===== src/rtl/multicycle_ctrl.sv =====
// multicycle_ctrl
// ---------------------------------------------------------------------------
// Control FSM for a multi-cycle MIPS-subset datapath. One memory port, one ALU
// and the operand/result muxes are shared across instruction phases; this
// block sequences those phases from the IR opcode field and drives the
// datapath control inputs. Outputs are Moore-style (a function of state),
// except that mem_ready and zero qualify the few strobes that depend on a
// memory completion or a branch outcome.
//
// Ports
//   clk         rising-edge clock
//   reset       asynchronous, active-high; forces state to FETCH
//   opcode      instruction[31:26] from the instruction register
//   zero        ALU zero flag
//   mem_ready   memory completes the current read/write this cycle
//   pc_write    PC load enable
//   iord        memory address select (0 = PC, 1 = ALUOut)
//   mem_read    memory read request
//   mem_write   memory write request
//   ir_write    instruction register load
//   reg_write   register file write enable
//   reg_dst     write-register select (00 rt, 01 rd, 10 r31)
//   mem_to_reg  write-data select (00 ALUOut, 01 MDR, 10 PC)
//   alu_src_a   ALU A select (0 = PC, 1 = regA)
//   alu_src_b   ALU B select (00 regB, 01 4, 10 imm, 11 imm<<2)
//   alu_op      ALU control (00 add, 01 sub, 10 funct-decoded)
//   pc_source   PC source (00 ALU result, 01 ALUOut, 10 jump target)
//   retire      pulse in the last cycle of each instruction
//   illegal_op  pulse in DECODE when the opcode is unsupported
//   state       current state, for debug and verification
// ---------------------------------------------------------------------------
module multicycle_ctrl (
  input  logic       clk,
  input  logic       reset,
  input  logic [5:0] opcode,
  input  logic       zero,
  input  logic       mem_ready,
  output logic       pc_write,
  output logic       iord,
  output logic       mem_read,
  output logic       mem_write,
  output logic       ir_write,
  output logic       reg_write,
  output logic [1:0] reg_dst,
  output logic [1:0] mem_to_reg,
  output logic       alu_src_a,
  output logic [1:0] alu_src_b,
  output logic [1:0] alu_op,
  output logic [1:0] pc_source,
  output logic       retire,
  output logic       illegal_op,
  output logic [3:0] state
);

  localparam logic [5:0] OP_RTYPE = 6'b000000;
  localparam logic [5:0] OP_LW    = 6'b100011;
  localparam logic [5:0] OP_SW    = 6'b101011;
  localparam logic [5:0] OP_BEQ   = 6'b000100;
  localparam logic [5:0] OP_ADDI  = 6'b001000;
  localparam logic [5:0] OP_J     = 6'b000010;
  localparam logic [5:0] OP_JAL   = 6'b000011;

  typedef enum logic [3:0] {
    S_FETCH  = 4'd0,
    S_DECODE = 4'd1,
    S_MEMADR = 4'd2,
    S_MEMRD  = 4'd3,
    S_MEMWB  = 4'd4,
    S_MEMWR  = 4'd5,
    S_EXEC   = 4'd6,
    S_RWB    = 4'd7,
    S_BRANCH = 4'd8,
    S_JUMP   = 4'd9,
    S_ADDIEX = 4'd10,
    S_ADDIWB = 4'd11,
    S_JAL    = 4'd12
  } state_t;

  state_t state_r;
  state_t next_state_s;

  // State register; reset aborts any instruction in flight.
  always_ff @(posedge clk or posedge reset) begin
    if (reset) begin
      state_r <= S_FETCH;
    end else begin
      state_r <= next_state_s;
    end
  end

  // Next-state and output decode; every output defaults to 0 so unused
  // encodings fall back to FETCH with everything deasserted.
  always_comb begin
    next_state_s = S_FETCH;
    pc_write     = 1'b0;
    iord         = 1'b0;
    mem_read     = 1'b0;
    mem_write    = 1'b0;
    ir_write     = 1'b0;
    reg_write    = 1'b0;
    reg_dst      = 2'b00;
    mem_to_reg   = 2'b00;
    alu_src_a    = 1'b0;
    alu_src_b    = 2'b00;
    alu_op       = 2'b00;
    pc_source    = 2'b00;
    retire       = 1'b0;
    illegal_op   = 1'b0;

    case (state_r)
      S_FETCH: begin
        // PC+4 computed by the ALU; IR and PC commit only when memory answers.
        mem_read  = 1'b1;
        alu_src_b = 2'b01;
        ir_write  = mem_ready;
        pc_write  = mem_ready;
        if (mem_ready) begin
          next_state_s = S_DECODE;
        end else begin
          next_state_s = S_FETCH;
        end
      end
      S_DECODE: begin
        // Branch target precomputed speculatively into ALUOut.
        alu_src_b = 2'b11;
        case (opcode)
          OP_LW, OP_SW: next_state_s = S_MEMADR;
          OP_RTYPE:     next_state_s = S_EXEC;
          OP_BEQ:       next_state_s = S_BRANCH;
          OP_ADDI:      next_state_s = S_ADDIEX;
          OP_J:         next_state_s = S_JUMP;
          OP_JAL:       next_state_s = S_JAL;
          default: begin
            illegal_op   = 1'b1;
            retire       = 1'b1;
            next_state_s = S_FETCH;
          end
        endcase
      end
      S_MEMADR: begin
        alu_src_a = 1'b1;
        alu_src_b = 2'b10;
        if (opcode == OP_LW) begin
          next_state_s = S_MEMRD;
        end else if (opcode == OP_SW) begin
          next_state_s = S_MEMWR;
        end else begin
          next_state_s = S_FETCH;
        end
      end
      S_MEMRD: begin
        mem_read = 1'b1;
        iord     = 1'b1;
        if (mem_ready) begin
          next_state_s = S_MEMWB;
        end else begin
          next_state_s = S_MEMRD;
        end
      end
      S_MEMWB: begin
        reg_write  = 1'b1;
        mem_to_reg = 2'b01;
        retire     = 1'b1;
      end
      S_MEMWR: begin
        mem_write = 1'b1;
        iord      = 1'b1;
        retire    = mem_ready;
        if (mem_ready) begin
          next_state_s = S_FETCH;
        end else begin
          next_state_s = S_MEMWR;
        end
      end
      S_EXEC: begin
        alu_src_a    = 1'b1;
        alu_op       = 2'b10;
        next_state_s = S_RWB;
      end
      S_RWB: begin
        reg_write = 1'b1;
        reg_dst   = 2'b01;
        retire    = 1'b1;
      end
      S_BRANCH: begin
        alu_src_a = 1'b1;
        alu_op    = 2'b01;
        pc_source = 2'b01;
        pc_write  = zero;
        retire    = 1'b1;
      end
      S_JUMP: begin
        pc_source = 2'b10;
        pc_write  = 1'b1;
        retire    = 1'b1;
      end
      S_ADDIEX: begin
        alu_src_a    = 1'b1;
        alu_src_b    = 2'b10;
        next_state_s = S_ADDIWB;
      end
      S_ADDIWB: begin
        reg_write = 1'b1;
        retire    = 1'b1;
      end
      S_JAL: begin
        // PC already holds PC+4 from FETCH, so it is the link value.
        reg_write  = 1'b1;
        reg_dst    = 2'b10;
        mem_to_reg = 2'b10;
        pc_source  = 2'b10;
        pc_write   = 1'b1;
        retire     = 1'b1;
      end
      default: begin
        next_state_s = S_FETCH;
      end
    endcase
  end

  assign state = state_r;

endmodule


===== config.mk =====
export PLATFORM = sky130hd
export DESIGN_NAME = multicycle_ctrl
export DESIGN_NICKNAME = d
export VERILOG_FILES = /design/src/rtl/multicycle_ctrl.sv
export SDC_FILE = /design/constraint.sdc
export NUM_CORES = 1
export LEC_CHECK = 0
export BUFFER_PORTS_ARGS = -buffer_cell sky130_fd_sc_hd__buf_2
export CORE_UTILIZATION = 42
export CTS_CLUSTER_DIAMETER = 200
export DETAILED_ROUTE_END_ITERATION = 7
export PLACE_DENSITY_LB_ADDON = 0.1
export SETUP_SLACK_MARGIN = 0.3
export SYNTH_ARGS = -nofsm -noshare
export SYNTH_HDL_FRONTEND = slang
export SYNTH_SLANG_ARGS = --single-unit

===== constraint.sdc =====
create_clock -name clk -period 1.8 [get_ports clk]
set_input_delay 0.09 -clock clk [delete_from_list [all_inputs] [get_ports clk]]
set_output_delay 0.09 -clock clk [all_outputs]
set_load 0.005 [all_outputs]

==> results by group <==
Clocking
  • H-tree depth: 1
  • Number of sinks handled by clock tree synthesis: 4
  • Clock transition at the registers of the reported paths: 0.03 ns
  • Clk buf depth: 2
  • Clock insertion delay at the later pin of the skew report: 0.23 ns
  • Total clock buffers created by CTS: 3
  • Clock tree from TritonCTS: done
  • Clock tree root driver cell: sky130_fd_sc_hd__clkbuf_4

Worst setup path
  • Type of element launching the critical path: register
  • Maximum fanout encountered on the critical timing path: 5
  • Arrival time at the worst endpoint: 1.50 ns
  • CP endpoint kind: primary output
  • Critical path start-end classification: reg2out
  • Worst r2r path cells: 3
  • Worst EP required: 1.71 ns

Floorplan
  • Cell row count: 12
  • Vertical die dimension: 38.78 um
  • DIE AREA: 1504 um2
  • Core area: 1186 um2
  • Starting utilization of the core area: 47.89%
  • I/O Pins: 33
  • Die extent in x: 38.78 um

Synth
  • Post-synthesis cell area: 568.0 um2
  • Number of synthesized register bits: 4
  • Number of synthesized flops with an enable pin: 0
  • Async set-reset flop share out of synthesis: 100.0%
  • Prevailing post-synth register cell: sky130_fd_sc_hd__dfrtp_1
  • Netlist cell types: 36
  • Syn Area/Cell: 7.013 um2
  • Warnings, synthesis: 0
  • Net Count, Synth: 91
  • Sequential element share of the synthesized area: 17.62%
  • Synthesized netlist cell count: 81

Timing
  • Measured slew at the worst slew-check pin: 0.4103 ns
  • Final worst path period share: 88.36%
  • Unrepaired setup endpoints after global routing: true
  • Fmax: 628.8 MHz
  • Min Clock Period, post-route: 1.590 ns
  • Post-Route Setup TNS: 0 ns
  • Relative slew slack: 72.21%
  • Final Hold Fails: 0
  • Final Slew Violations: 0
  • Largest clock skew in the final design: 0.003726 ns
  • Final number of setup-violating endpoints: 0
  • Final hold slack: 0.1404 ns

Min path
  • Hold-critical path depth: 2
  • Path type of the worst min-delay path: in2reg

Final layout
  • Finished Layout Cells: 131
  • Share of post-route cells with drive strength above 1: 45.30%
  • Post-route cell area: 849.6 um2
  • Layout area overhead: 49.56%
  • Total area of multi-input combinational cells: 479.2 um2
  • Number of flip-flops in the largest register: 4
  • Final antenna diode count: 0
  • Number of fill cells: 114
  • Final nets: 129
  • Register area: 100.1 um2
  • Final design utilization: 71.62%

Detailed routing
  • DR DRC count: 0
  • Vias: 716
  • Via-per-instance ratio: 5.466
  • Drt total wl: 1530 um
  • Iteration count of the initial detailed-routing pass: 4
  • Number of routed nets with antenna violations: 0
  • Initial drt markers: 3
  • WL/cell: 11.68 um

Pwr
  • PD cells: 426.9 nW/um2
  • Leak pwr: 0.4219 nW
  • Peak ir drop on the vdd network: 0.0002895 V

GRT
  • Via count of the first global-routing pass: 601
  • Total track usage: 22.82%
  • Maximum number of pins on one net before global-route repair: 20
  • Grt ovf: 0
  • Antenna violations before repair: 0
  • Global-route wire length before repair: 2401 um

Placed design
  • Placed wire-length estimate after detailed placement: 1093 um
  • Number of port buffers: 32
  • Placed cells: 126
  • RD Place Congestion: 0.7813
  • Area of placed instances: 752.0 um2

Status
  • Status: finished clean

Run
  • Max Cap Violations: 0
==> power breakdown <==
group | leakage [nW] | switching, mW | internal, mW | total, mW
clock network | 0.0138 | 0.0333 | 0.0743 | 0.108
logic | 0.354 | 0.0787 | 0.0802 | 0.159
registers | 0.0542 | 0.00184 | 0.0944 | 0.0962
total | 0.422 | 0.114 | 0.249 | 0.363
==> synthesized netlist by cell type, types with 2 or more instances <==
cell type / count / area share [%]
sky130_fd_sc_hd__nand2b_1: 5 / 5.5
sky130_fd_sc_hd__dfrtp_1: 4 / 18
sky130_fd_sc_hd__inv_1: 3 / 2.0
sky130_fd_sc_hd__nand3_1: 2 / 1.8
sky130_fd_sc_hd__or3_1: 2 / 2.2
sky130_fd_sc_hd__o21ai_0: 6 / 5.3
sky130_fd_sc_hd__nor2_1: 10 / 6.6
sky130_fd_sc_hd__nor3b_1: 4 / 5.3
sky130_fd_sc_hd__and3_1: 4 / 4.4
sky130_fd_sc_hd__xnor2_1: 2 / 3.1
sky130_fd_sc_hd__nor3_1: 6 / 5.3
sky130_fd_sc_hd__nand2_1: 3 / 2.0
sky130_fd_sc_hd__nand3b_1: 2 / 2.6
sky130_fd_sc_hd__o211ai_1: 2 / 2.6
sky130_fd_sc_hd__clkbuf_1: 4 / 2.6
sky130_fd_sc_hd__a21oi_1: 2 / 1.8
==> placed cells by master, fill, tap and decap left out, drive strengths merged, types with 3 or more instances in the layout <==
cell,netlist,layout
buf,2,38
nor2,10,10
nor3,6,6
o21ai,6,6
nand2b,5,5
and3,4,4
dfrtp,4,4
nor3b,4,4
nand2,3,3
inv,3,3
clkbuf,4,3
==> stage by stage <==
stage,power [mW],setup WS (ns)
detailed placement,0.2318,0.2233
finish,0.3627,0.2096
global placement,0.2304,0.2587
floorplan,0.1750,0.1328
global route,0.3881,0.1332
CTS,0.3557,0.2025
==> worst max-delay path: stages, from the launching register on <==
cell and delay [ns]:
sky130_fd_sc_hd__dfrtp_1 0.36, sky130_fd_sc_hd__or4b_4 0.58, sky130_fd_sc_hd__o31ai_2 0.19, sky130_fd_sc_hd__buf_2 0.14
==> cell families after synthesis <==
| family | Yosys count | share of synthesized area [%] |
|---|---|---|
| AOI/OAI and AO/OA | 19 | 22.69 |
| xor gates and xnor gates | 3 | 4.626 |
| buffers and inverters | 9 | 7.487 |
| DFF | 4 | 17.62 |
| and+or+nand+nor | 46 | 47.58 |
==> timing repair <==
action                     CTS  global route
hold buffers                 1             0
hold endpoints to repair     4             0
pin swaps                    2             0
gates resized for setup      6             9
setup endpoints to repair    6            12
buffers inserted             1             0
==> layer usage <==
| layer | track usage (%) | up-vias | share of wire [%] |
|---|---|---|---|
| met5 | 0 | - | 0 |
| met4 | 10.34 | 0 | 0 |
| met3 | 1.734 | 0 | 2.7 |
| met2 | 40.00 | 21 | 50 |
| met1 | 27.78 | 324 | 47 |
| li1 | - | 371 | - |
==> final cells by class <==
| cell class | instances | share of cell area [%] |
|---|---|---|
| Timing Repair Buffer | 39 | 25.77 |
| Clock buffer | 3 | 2.651 |
| Tap cell | 14 | 2.062 |
| Multi-Input combinational cell | 68 | 56.41 |
| Inverter | 3 | 1.325 |
| Sequential cell | 4 | 11.78 |
==> final timing paths <==
path                            slack, ns               start                 end
min in group asynchronous            0.27               reset  state[0]$_DFF_PP0_
max in group asynchronous            1.38               reset  state[1]$_DFF_PP0_
worst max-delay path                 0.21  state[2]$_DFF_PP0_              retire
worst min register to register       0.70  state[2]$_DFF_PP0_  state[3]$_DFF_PP0_
worst max register to register       0.21  state[2]$_DFF_PP0_  state[3]$_DFF_PP0_
worst min-delay path                 0.14           opcode[3]  state[1]$_DFF_PP0_
Note: power is estimated with default switching activity, not from simulation.
